[src/rtl/uart_status_reporter.sv]
// Snapshots the five synth parameters on request and streams them out as ASCII
// command records (header letter + 8 uppercase hex digits), optionally ending in CR LF.
module uart_status_reporter #(
    parameter bit SEND_CRLF   = 1'b1,
    parameter bit AUTO_REPORT = 1'b0
) (
    input  logic        clk,
    input  logic        reset_n,
    input  logic        report_req,
    input  logic        update_tick,
    input  logic [31:0] phase_inc,
    input  logic [15:0] amplitude,
    input  logic [1:0]  wave_select,
    input  logic [31:0] mod_phase_inc,
    input  logic [15:0] mod_depth,
    output logic [7:0]  tx_data,
    output logic        tx_valid,
    input  logic        tx_ready,
    output logic        busy,
    output logic        report_done
);

    localparam logic [2:0] ST_IDLE = 3'd0;
    localparam logic [2:0] ST_HDR  = 3'd1;
    localparam logic [2:0] ST_HEX  = 3'd2;
    localparam logic [2:0] ST_CR   = 3'd3;
    localparam logic [2:0] ST_LF   = 3'd4;

    localparam logic [2:0] LAST_REC = 3'd4;
    localparam logic [2:0] LAST_NIB = 3'd7;

    logic [2:0]  state_q, state_d;
    logic [2:0]  rec_idx_q, rec_idx_d;
    logic [2:0]  nib_idx_q, nib_idx_d;
    logic [7:0]  tx_data_q, tx_data_d;
    logic        tx_valid_q, tx_valid_d;
    logic        busy_q, busy_d;
    logic        done_q, done_d;
    logic        pending_q, pending_d;

    logic [31:0] snap_f_q, snap_f_d;
    logic [15:0] snap_a_q, snap_a_d;
    logic [1:0]  snap_w_q, snap_w_d;
    logic [31:0] snap_m_q, snap_m_d;
    logic [15:0] snap_d_q, snap_d_d;

    logic        request;
    logic        handshake;
    logic [31:0] cur_word;
    logic [2:0]  next_nib;
    logic [2:0]  next_rec;

    function automatic logic [7:0] hex_ascii(input logic [3:0] nib);
        if (nib < 4'd10) begin
            hex_ascii = 8'h30 + {4'h0, nib};
        end else begin
            hex_ascii = 8'h37 + {4'h0, nib};
        end
    endfunction

    function automatic logic [7:0] header_ascii(input logic [2:0] rec);
        case (rec)
            3'd0:    header_ascii = 8'h46;
            3'd1:    header_ascii = 8'h41;
            3'd2:    header_ascii = 8'h57;
            3'd3:    header_ascii = 8'h4D;
            default: header_ascii = 8'h44;
        endcase
    endfunction

    function automatic logic [3:0] nibble_of(input logic [31:0] word, input logic [2:0] idx);
        logic [4:0] base;
        base      = {LAST_NIB - idx, 2'b00};
        nibble_of = word[base +: 4];
    endfunction

    assign request   = report_req | (AUTO_REPORT & update_tick);
    assign handshake = tx_valid_q & tx_ready;
    assign next_nib  = nib_idx_q + 3'd1;
    assign next_rec  = rec_idx_q + 3'd1;

    // Padding lines the fields up where the command parser extracts them,
    // so a read-back record can be replayed verbatim.
    always_comb begin
        cur_word = 32'h0;
        case (rec_idx_q)
            3'd0:    cur_word = snap_f_q;
            3'd1:    cur_word = {12'h000, snap_a_q, 4'h0};
            3'd2:    cur_word = {24'h000000, 2'b00, snap_w_q, 4'h0};
            3'd3:    cur_word = snap_m_q;
            default: cur_word = {12'h000, snap_d_q, 4'h0};
        endcase
    end

    always_comb begin
        state_d    = state_q;
        rec_idx_d  = rec_idx_q;
        nib_idx_d  = nib_idx_q;
        tx_data_d  = tx_data_q;
        tx_valid_d = tx_valid_q;
        busy_d     = busy_q;
        done_d     = 1'b0;
        pending_d  = pending_q;
        snap_f_d   = snap_f_q;
        snap_a_d   = snap_a_q;
        snap_w_d   = snap_w_q;
        snap_m_d   = snap_m_q;
        snap_d_d   = snap_d_q;

        // busy_q is still high on the final-handshake edge, so a request there queues.
        if (busy_q && request) begin
            pending_d = 1'b1;
        end

        case (state_q)
            ST_IDLE: begin
                if (request || pending_q) begin
                    snap_f_d   = phase_inc;
                    snap_a_d   = amplitude;
                    snap_w_d   = wave_select;
                    snap_m_d   = mod_phase_inc;
                    snap_d_d   = mod_depth;
                    pending_d  = 1'b0;
                    state_d    = ST_HDR;
                    rec_idx_d  = 3'd0;
                    nib_idx_d  = 3'd0;
                    tx_data_d  = header_ascii(3'd0);
                    tx_valid_d = 1'b1;
                    busy_d     = 1'b1;
                end
            end
            ST_HDR: begin
                if (handshake) begin
                    state_d   = ST_HEX;
                    nib_idx_d = 3'd0;
                    tx_data_d = hex_ascii(nibble_of(cur_word, 3'd0));
                end
            end
            ST_HEX: begin
                if (handshake) begin
                    if (nib_idx_q != LAST_NIB) begin
                        nib_idx_d = next_nib;
                        tx_data_d = hex_ascii(nibble_of(cur_word, next_nib));
                    end else if (rec_idx_q != LAST_REC) begin
                        state_d   = ST_HDR;
                        rec_idx_d = next_rec;
                        tx_data_d = header_ascii(next_rec);
                    end else if (SEND_CRLF) begin
                        state_d   = ST_CR;
                        tx_data_d = 8'h0D;
                    end else begin
                        state_d    = ST_IDLE;
                        tx_valid_d = 1'b0;
                        busy_d     = 1'b0;
                        done_d     = 1'b1;
                    end
                end
            end
            ST_CR: begin
                if (handshake) begin
                    state_d   = ST_LF;
                    tx_data_d = 8'h0A;
                end
            end
            ST_LF: begin
                if (handshake) begin
                    state_d    = ST_IDLE;
                    tx_valid_d = 1'b0;
                    busy_d     = 1'b0;
                    done_d     = 1'b1;
                end
            end
            default: begin
                state_d    = ST_IDLE;
                tx_valid_d = 1'b0;
                busy_d     = 1'b0;
            end
        endcase
    end

    always_ff @(posedge clk or negedge reset_n) begin
        if (!reset_n) begin
            state_q    <= ST_IDLE;
            rec_idx_q  <= 3'd0;
            nib_idx_q  <= 3'd0;
            tx_data_q  <= 8'h00;
            tx_valid_q <= 1'b0;
            busy_q     <= 1'b0;
            done_q     <= 1'b0;
            pending_q  <= 1'b0;
            snap_f_q   <= 32'h0;
            snap_a_q   <= 16'h0;
            snap_w_q   <= 2'b00;
            snap_m_q   <= 32'h0;
            snap_d_q   <= 16'h0;
        end else begin
            state_q    <= state_d;
            rec_idx_q  <= rec_idx_d;
            nib_idx_q  <= nib_idx_d;
            tx_data_q  <= tx_data_d;
            tx_valid_q <= tx_valid_d;
            busy_q     <= busy_d;
            done_q     <= done_d;
            pending_q  <= pending_d;
            snap_f_q   <= snap_f_d;
            snap_a_q   <= snap_a_d;
            snap_w_q   <= snap_w_d;
            snap_m_q   <= snap_m_d;
            snap_d_q   <= snap_d_d;
        end
    end

    assign tx_data     = tx_data_q;
    assign tx_valid    = tx_valid_q;
    assign busy        = busy_q;
    assign report_done = done_q;

endmodule

[config.mk]
export PLATFORM = sky130hd
export DESIGN_NAME = uart_status_reporter
export DESIGN_NICKNAME = d
export VERILOG_FILES = /design/src/rtl/uart_status_reporter.sv
export SDC_FILE = /design/constraint.sdc
export NUM_CORES = 1
export LEC_CHECK = 0
export BUFFER_PORTS_ARGS = -buffer_cell sky130_fd_sc_hd__buf_2
export CORE_MARGIN = 2
export CORE_UTILIZATION = 60
export DETAILED_ROUTE_END_ITERATION = 6
export GPL_TIMING_DRIVEN = 0
export HOLD_SLACK_MARGIN = 0.06
export PLACE_DENSITY = 0.86
export SLEW_MARGIN = 20
export SYNTH_ARGS = -nofsm -noshare
export SYNTH_HDL_FRONTEND = slang
export SYNTH_SLANG_ARGS = --single-unit
[constraint.sdc]
create_clock -name clk -period 5 [get_ports clk]
set_input_delay 0.5 -clock clk [delete_from_list [all_inputs] [get_ports clk]]
set_output_delay 0.5 -clock clk [all_outputs]
set_load 0.02 [all_outputs]
== After elaboration in Yosys (flattened, before gate mapping) ==
Cells that the tools add are included.
W data, S select, Z words.

* Register bits: 118
* Bits of input ports: 103

* Add/sub/neg operators: 7
* $lt $le $gt $ge: 2
* Equal/unequal tests: 20
* Shift-type cells: 1
* Multiplexer cells: 35
* Bitwise gates (word level): 2
* Reductions and logical operators: 15

{| class="wikitable"
|+ Operators with widths
! cell !! number
|-
| $pmux W32 S4 || 1
|-
| $mux W8 || 6
|-
| $mux W3 || 12
|-
| $pmux W8 S4 || 1
|-
| $shiftx A32 B6 Y4 || 1
|-
| $add A6 B4 Y7 const A || 4
|-
| $pmux W5 S4 || 1
|-
| $eq A3 B2 Y1 const B || 6
|-
| $ne A2 B2 Y1 const B || 8
|-
| $pmux W3 S5 || 1
|-
| $reduce_and A5 Y1 || 3
|-
| $mux W7 || 2
|-
| $eq A3 B1 Y1 const B || 3
|-
| $logic_not A3 Y1 || 3
|-
| $pmux W3 S3 || 1
|-
| $lt A4 B4 Y1 const B || 2
|-
| $mux W1 || 7
|-
| $add A3 B1 Y3 const B || 2
|-
| $ne A3 B3 Y1 const B || 2
|-
| $pmux W3 S2 || 1
|-
| $reduce_and A6 Y1 || 1
|-
| $reduce_bool A4 Y1 || 1
|-
| $eq A3 B3 Y1 const B || 1
|-
| $pmux W1 S3 || 1
|-
| other kinds (11) || 11
|}

== Depth between registers and ports, before layout ==
Gate-level depths: netlist of run 1.

* Depth in word-level cells: 8
* Mapped depth: 15

== Least setup slack after synthesis of run 1 ==
No wires, ideal clock.

* Path type: register -> register
* From: register rec_idx_q[0]
* To: register tx_data_q[4] (netlist: tx_data[4])
* Library setup time: 0.126 ns
* Data arrival time: 2.648 ns
* Required time: 4.874 ns
* Path slack: 2.226 ns
* Cell stages (with the launch flop): 16
* Path buffers: 3
* Period minus slack after synthesis: 2.774 ns
* Path through: dfrtp_1 > inv_1 > ha_1 > buf_4 > buf_4 > clkbuf_1 > a222oi_1 > nor2b_1 > a211oi_1 > a211oi_1 > a211o_1 > ha_1 > inv_1 > a21oi_1 > nand2b_1 > a221o_1

* Cells in the longest elaborated chain, start to end: 8

{| class="wikitable"
|+ Ends and longest elaborated chain
! item !! RTL line !! text
|-
| start: declaration || 33 || <nowiki>logic [2:0] rec_idx_q, rec_idx_d;</nowiki>
|-
| start signal: assignment || 198 || <nowiki>rec_idx_q <= rec_idx_d;</nowiki>
|-
| $eq A3 B2 Y1, or another cell as far along || 86 || <nowiki>case (rec_idx_q)</nowiki>
|-
| $pmux W32 S4 || 86 ||
|-
| $shiftx A32 B6 Y4 || 74 || <nowiki>nibble_of = word[base +: 4];</nowiki>
|-
| $add A6 B4 Y7, or another cell as far along || 57 || <nowiki>hex_ascii = 8'h37 + {4'h0, nib};</nowiki>
|-
| $mux W7 || 54 || <nowiki>if (nib < 4'd10) begin</nowiki>
|-
| $mux W8 || 141 || <nowiki>if (nib_idx_q != LAST_NIB) begin</nowiki>
|-
| $mux W8 || 140 || <nowiki>if (handshake) begin</nowiki>
|-
| $pmux W8 S4 * || 115 || <nowiki>case (state_q)</nowiki>
|-
| end signal: assignment || 200 || <nowiki>tx_data_q <= tx_data_d;</nowiki>
|-
| end: declaration || 35 || <nowiki>logic [7:0] tx_data_q, tx_data_d;</nowiki>
|}

Mark *: on every way between the ends. The rest lies on a longest branch, timed or not. The select of a mux whose other input is x is not followed.
A chain may end at the register's enable or synchronous reset.

== Worst setup path after layout of run 1 ==
Same ends and word-level chain as after synthesis.

==> results by group, run 1 <==
Run status
  • Status: finished, final reports clean

Synthesis
  • Seq cells post-synth: ~120
  • Yosys cell types: 52
  • Syn avg cell area: 11.8 µm²
  • Yosys warnings: 0
  • Area of the mapped netlist: 5800 µm²
  • Top cell type's share of synthesized area: 50.5%
  • Post-synth EDFFs: 0
  • Synth area leader: dfrtp_1
  • Sequential share of the synthesized area: between 50 and 60%
  • Synth area leaders: dfrtp_1 (50%), mux2_2 (20%), a22oi_1 (2.8%)
  • Main synth FF type: dfrtp_1
  • Synth Instances: 493
  • FFs w/ async S/R, synth: 100%
  • Syn Nets: 606

Detailed routing
  • Vias/cell: around 6.3
  • Drt wl/cell: 21.6 µm
  • Pre-antenna DRT Iters: 5
  • Via count: 4835
  • Starting DRT DRC Count: around 460
  • Final wirelength: ~17 mm
  • DRC viols: 0
  • Routed Antenna Nets: 0

Worst setup path
  • Arr. time, crit path: just over 4 ns
  • Critical path startpoint category: flip-flop
  • CP Class: flip-flop to flip-flop
  • Worst path max stage delay: 0.51 ns
  • Worst path top cell family by delay: compound AO/OA/AOI/OAI gates
  • CP bufs+invs: 5
  • Data required, critical path: 5.41 ns
  • Slowest cell on the critical path: clkbuf_1
  • Reg2reg start: rec_idx_q[0]
  • Crit path launch: rec_idx_q[0]
  • Critical-path cell list: inv_1 -> ha_1 -> buf_4 -> buf_4 -> clkbuf_1 -> a222oi_1 -> nor2b_1 -> a211oi_1 -> a211oi_1 -> a211o_1 -> ha_1 -> inv_1 -> a21oi_1 -> nand2b_1 -> a221o_1
  • Critical Path End Type: flip-flop
  • Maximum fanout along the worst path: 10

Worst hold path
  • Hold path startpoint: mod_phase_inc[22]
  • HP Class: input pin to flip-flop

Floorplanning
  • Num rows: 35
  • Die width: 102 µm
  • Initial Utilization: 62.2%
  • Io pins: 114
  • Die height: 102 µm
  • Core box area: 9330 µm²
  • Die area: 10500 µm²

Timing
  • Final Hold Viols: 0
  • Worst slew margin: 43.3%
  • RSZ-0062 raised after global routing: false
  • Setup Skew: ~0.0060 ns
  • Peak Freq: 276 MHz
  • Tcrit/Tclk final: 72.5%
  • Final number of max-transition violations: 0
  • Setup Total Neg Slack: 0 ns
  • Min Tclk post-route: 3.62 ns
  • Worst Tran Pin Value: 0.843 ns
  • Setup violations, final: 0

Finish
  • Final core occ: 76.6%
  • Commonest non-fill, non-tap cells in the layout: dfrtp_1 (117), buf_2 (114), mux2_2 (102)
  • Commonest non-fill, non-tap cell in the layout: dfrtp_1
  • Post-layout nets: 738
  • Area grow syn2layout: 23.2%
  • Share of cells above drive strength 1: 41.7%
  • # diodes: 0

Placed design
  • GP Congestion: 0.946
  • # port buffers: 111
  • Post-DP HPWL: 11.4 mm

Global routing
  • Initial antenna violation count: 0
  • Total track usage: 33.5%
  • Vias in the first global route: 4943
  • Aggregate global routing overflow: 0
  • Largest net degree at the start of global routing: 66
  • First-pass GRT wire length: roughly 26 mm

Power
  • Internal power component: 3.31 mW
  • Sw Ratio: ~40%
  • Reg power frac: a little under a third
  • Power per cell area: 774 nW/µm²
  • Psw: 2.22 mW
  • Leak Pwr: about 3.2 nW
  • Clock Power Share: approximately 22%
  • Logic pwr share: between 40 and 50%
  • Max VDD drop: 356 µV

Clock network
  • TritonCTS buffer count: 17
  • CTS tree: yes
  • Clk sinks: ~120
  • CTS H-tree lvls: 4
  • Worst-path clk slew: 0.06 ns
  • Worst-Skew Late Latency: approximately 0.53 ns
  • Post-CTS sizing: 0
  • Root buffer cell: clkbuf_8
  • Deepest clock path buffer count: 2

Run
  • Count of max-cap constraint violations: 0
-- flip-flops by register name (all words and copies together) (netlist names) --
signal	cells
tx_data	7
snap_m_q	32
pending_q	1
state_q	3
busy	1
snap_d_q	16
snap_a_q	16
snap_w_q	2
snap_f_q	32
rec_idx_q	3
nib_idx_q	3
report_done	1
-- metrics by stage --
stage                     instance area, µm²  std cells  setup slack [ns]  hold WS [ns]  power [mW]
after floorplan                         5800        493              2.23         0.204        3.49
after global placement                  6520        733              1.62         0.485        4.07
after detailed placement                6550        734              1.57         0.480        4.19
after CTS                               7150        767              1.48         0.197        5.47
after global routing                    7150        767              1.25         0.189        5.83
final                                   7150        767              1.38         0.203        5.53
-- final cells by class --
| cell class | instances | area (µm²) |
|---|---|---|
| clock buffers | 18 | 418 |
| fillers | 611 | 2180 |
| clock inverters | 14 | 168 |
| plain buffers | 34 | 178 |
| flip-flops and latches | 117 | 2930 |
| multi-input cells | 328 | 2640 |
| repair buffers | 113 | 599 |
| well taps | 129 | 161 |
| inverters | 14 | 52.6 |
-- metal layers --
layer / GRT usage (%) / share of wire, % / vias up
met2: 54.9 / 50 / 269
met5: 0 / 0 / -
li1: - / - / 2103
met1: 42.9 / 39 / 2419
met4: 14.6 / 2.6 / 0
met3: 7.87 / 8.3 / 44
-- worst paths after layout --
path,endpoint,slack (ns),cells after the start
worst min-delay path,snap_m_q[22],0.20,2
min in group asynchronous,pending_q,0.50,2
worst max-delay path,tx_data[4],1.38,15
max in group asynchronous,snap_f_q[12],3.81,3
worst min register to register,tx_data[3],0.50,1
worst max register to register,tx_data[4],1.38,15
-- cell families after synthesis --
logic type	after synthesis	share of synthesized area, %
AO/OA/AOI/OAI	122	15.7
flip-flops	117	50.5
multiplexers	104	20.1
AND/OR/NAND/NOR	89	7.23
buffers and inverters	48	3.97
adder cells (fa/ha/maj)	10	2.16
XOR/XNOR	2	0.302
other	1	0.0646
-- Yosys cell counts, types with 9 or more instances --
library cell / instances
o21ai_0: 14
dfrtp_1: 117
a22oi_1: 22
inv_1: 13
a221oi_1: 9
ha_1: 10
a211oi_1: 10
nand2_1: 24
a21oi_1: 21
clkbuf_1: 17
nor2_1: 29
mux2_2: 102
-- timing repair --
item                                   CTS  global route
endpoints found under the hold margin   52             0
hold buffers                             1             0
setup endpoints to repair                0             0
setup buffers                            0             0
-- power by group through the flow --
| stage | clock, mW | sequential, mW | combinational, mW |
|---|---|---|---|
| global placement | 0 | 1.68 | 2.39 |
| CTS | 1.22 | 1.71 | 2.54 |
| floorplan | 0 | 1.65 | 1.84 |
| detailed placement | 0 | 1.71 | 2.48 |
| global route | 1.27 | 1.77 | 2.79 |
| finish | 1.21 | 1.72 | 2.59 |
(Power assumes the default switching activity.)
==> inputs of run 2 (changes only) <==
CORE_UTILIZATION = 55   (was 60)
PLACE_DENSITY = 0.8   (was 0.86)
clock period = 3.4 ns   (was 5 ns; I/O delays follow)
==> run 2 against run 1 <==
Sequential share of layout area is 5.0 points lower. Core utilization up 2.6 points. First-iteration DRC count increased by 2.2%. Register-to-register slack worse by 1.2 ns. Wire length is 13% higher. Critical path type unchanged. Critical endpoint unchanged.
==> results by group, run 2 (synthesis results as in run 1) <==
Run status
  • Status: finished, final reports clean

Power
  • Max VDD drop: 613 µV (+72%)
  • Power per cell area: 1020 nW/µm² (+31%)
  • Final total power: 8.29 mW (+50%)
  • Leak Pwr: 3.64 nW (+13%)

Clock network
  • Deepest clock path buffer count: 2 (unchanged)
  • Clk sinks: 117 (unchanged)
  • CTS tree: yes
  • Worst-path clk slew: 0.06 ns (about the same)
  • Root buffer cell: clkbuf_8
  • CTS H-tree lvls: 4 (unchanged)
  • Worst-Skew Late Latency: 0.54 ns (about the same)
  • TritonCTS buffer count: 17 (unchanged)

Timing
  • Peak Freq: 306 MHz (+11%)
  • Min Tclk post-route: 3.27 ns (-0.354 ns)
  • Setup violations, final: 0 (unchanged)
  • Final number of max-transition violations: 0 (unchanged)
  • Setup Skew: 0.0137 ns (+0.00776 ns)
  • Worst slew margin: 30.0% (-13 points)
  • Hold_ws: 0.141 ns (-0.0615 ns)
  • Tcrit/Tclk final: 96.2% (+24 points)
  • Final Hold Viols: 0 (unchanged)
  • Worst Tran Pin Value: 1.04 ns (+0.200 ns)

Floorplanning
  • Initial Utilization: 56.4% (-5.7 points)
  • Die area: 11400 µm² (+8.7%)
  • Die height: 107 µm (+4.3%)
  • Core box area: 10300 µm² (+10%)
  • Io pins: 114 (unchanged)
  • Die width: 107 µm (+4.3%)
  • Num rows: 37 (+5.7%)

Detailed routing
  • DRC viols: 0 (unchanged)
  • Vias/cell: 6.12 (-2.9%)
  • Final wirelength: 18.8 mm (+13%)
  • Routed Antenna Nets: 0 (unchanged)
  • Pre-antenna DRT Iters: 5 (unchanged)
  • Starting DRT DRC Count: 471 (+2.2%)
  • Drt wl/cell: 21.6 µm (-0.36%)
  • Via count: 5327 (+10%)

Global routing
  • First-pass GRT wire length: 29.6 mm (+14%)
  • Largest net degree at the start of global routing: 75 (+14%)
  • Met2 Usage GRT: 57.8% (+2.9 points)
  • Initial antenna violation count: 0 (unchanged)
  • Grt met3 use: 10.5% (+2.7 points)
  • Vias in the first global route: 5691 (+15%)
  • Routing usage on met1: 39.7% (-3.2 points)
  • Most Crowded Layer GR: met2
  • Total track usage: 34.8% (+1.3 points)
  • Aggregate global routing overflow: 0 (unchanged)

Finish
  • Register Area: 2930 µm² (unchanged)
  • Commonest non-fill, non-tap cell in the layout: dfrtp_1
  • # diodes: 0 (unchanged)
  • Multi-input gate area: 2670 µm² (+1.1%)
  • Post-layout nets: 834 (+13%)
  • Fillers: 597 (-2.3%)
  • Final Cell Area: 8150 µm² (+14%)
  • Final core occ: 79.3% (+2.6 points)
  • Largest regs: snap_f_q (32), snap_m_q (32)
  • Area grow syn2layout: 40.4%
  • Non-Filler Instances: 870 (+13%)
  • Commonest non-fill, non-tap cells in the layout: dfrtp_1 (117), buf_2 (113), mux2_2 (102)
  • Share of cells above drive strength 1: 36.5% (-5.2 points)

Worst setup path
  • Maximum fanout along the worst path: 10 (unchanged)
  • Data required, critical path: 3.81 ns (-1.60 ns)
  • Critical Path End Type: flip-flop
  • Critical path startpoint category: flip-flop
  • CP Class: flip-flop to flip-flop
  • Arr. time, crit path: 3.68 ns (-0.35 ns)

Worst hold path
  • HP Class: input pin to flip-flop

Placed design
  • Post-DP HPWL: 11.5 mm (+0.49%)
  • Dpl cells: 741 (+0.95%)
  • GP Congestion: 0.924 (-2.4%)
  • # port buffers: 111 (unchanged)
  • Cell area after placement: 6560 µm² (+0.13%)

Run
  • Count of max-cap constraint violations: 0 (unchanged)
-- run 2: changes by cell type in the layout (fill, tap and decap cells not counted), moves of 2 or more --
cell           change
dlygate4sd3_1     +98
inv_8              -2
clkbuf_8           +4
clkinv_2           +3
inv_6              -4
clkbuf_1           -2
-- run 2: layout make-up --
type | count | share of cell area [%]
sequential | 117 | 35.9
inverter | 14 | 0.645
buffer | 32 | 2.12
clock inverter | 10 | 1.18
multi-input combinational | 328 | 32.8
timing repair buffer | 211 | 19.4
tap | 136 | 2.09
clock buffer | 22 | 5.81
-- run 2: path summary, 6_finish.rpt --
check	from	endpoint	slack (ns)	cells past startpoint
max	rec_idx_q[2]	tx_data[4]	0.13	14
min in group asynchronous	reset_n	busy	0.30	2
min	report_req	pending_q	0.14	3
max in group asynchronous	reset_n	snap_m_q[25]	2.41	3
min reg2reg	tx_data[3]	tx_data[3]	0.50	1
max reg2reg	rec_idx_q[2]	tx_data[4]	0.13	14
-- run 2: power by group --
group / internal [mW] / total, mW / switching [mW]
clock network: 1.05 / 1.71 / 0.660
registers: 2.10 / 2.57 / 0.461
logic: 1.81 / 4.01 / 2.20
total: 4.97 / 8.29 / 3.32
-- run 2: metrics by stage --
stage / setup TNS (ns) / setup WS, ns
finish: 0 / 0.129
global route: -0.0173 / -0.0173
CTS: 0 / 0.0612
detailed placement: -0.0369 / -0.0257
global placement: 0 / 0.0395
floorplan: 0 / 0.626
-- run 2: worst max-delay path, stage by stage (launching register included) --
cell and delay, ns:
dfrtp_1 0.43, inv_2 0.21, ha_4 0.22, buf_6 0.18
clkbuf_4 0.23, a222oi_1 0.12, nor2b_1 0.18, a211oi_1 0.27
a211oi_1 0.10, a211o_1 0.32, ha_1 0.25, inv_1 0.06
a21oi_1 0.07, nand2b_1 0.19, a221o_1 0.33
-- run 2: layer usage --
metal	vias to the layer above	routed length [µm]	part of all wire, %
met3	89	1670	8.9
met4	0	981	5.2
met2	339	9330	50
met1	2595	6770	36
li1	2304	-	-
met5	-	0	0
-- run 2: repair_timing --
action,CTS,global route
resized for setup,0,6
hold buffers,99,0
hold endpoints to repair,141,0
setup buffers,0,0
setup endpoints to repair,2,2
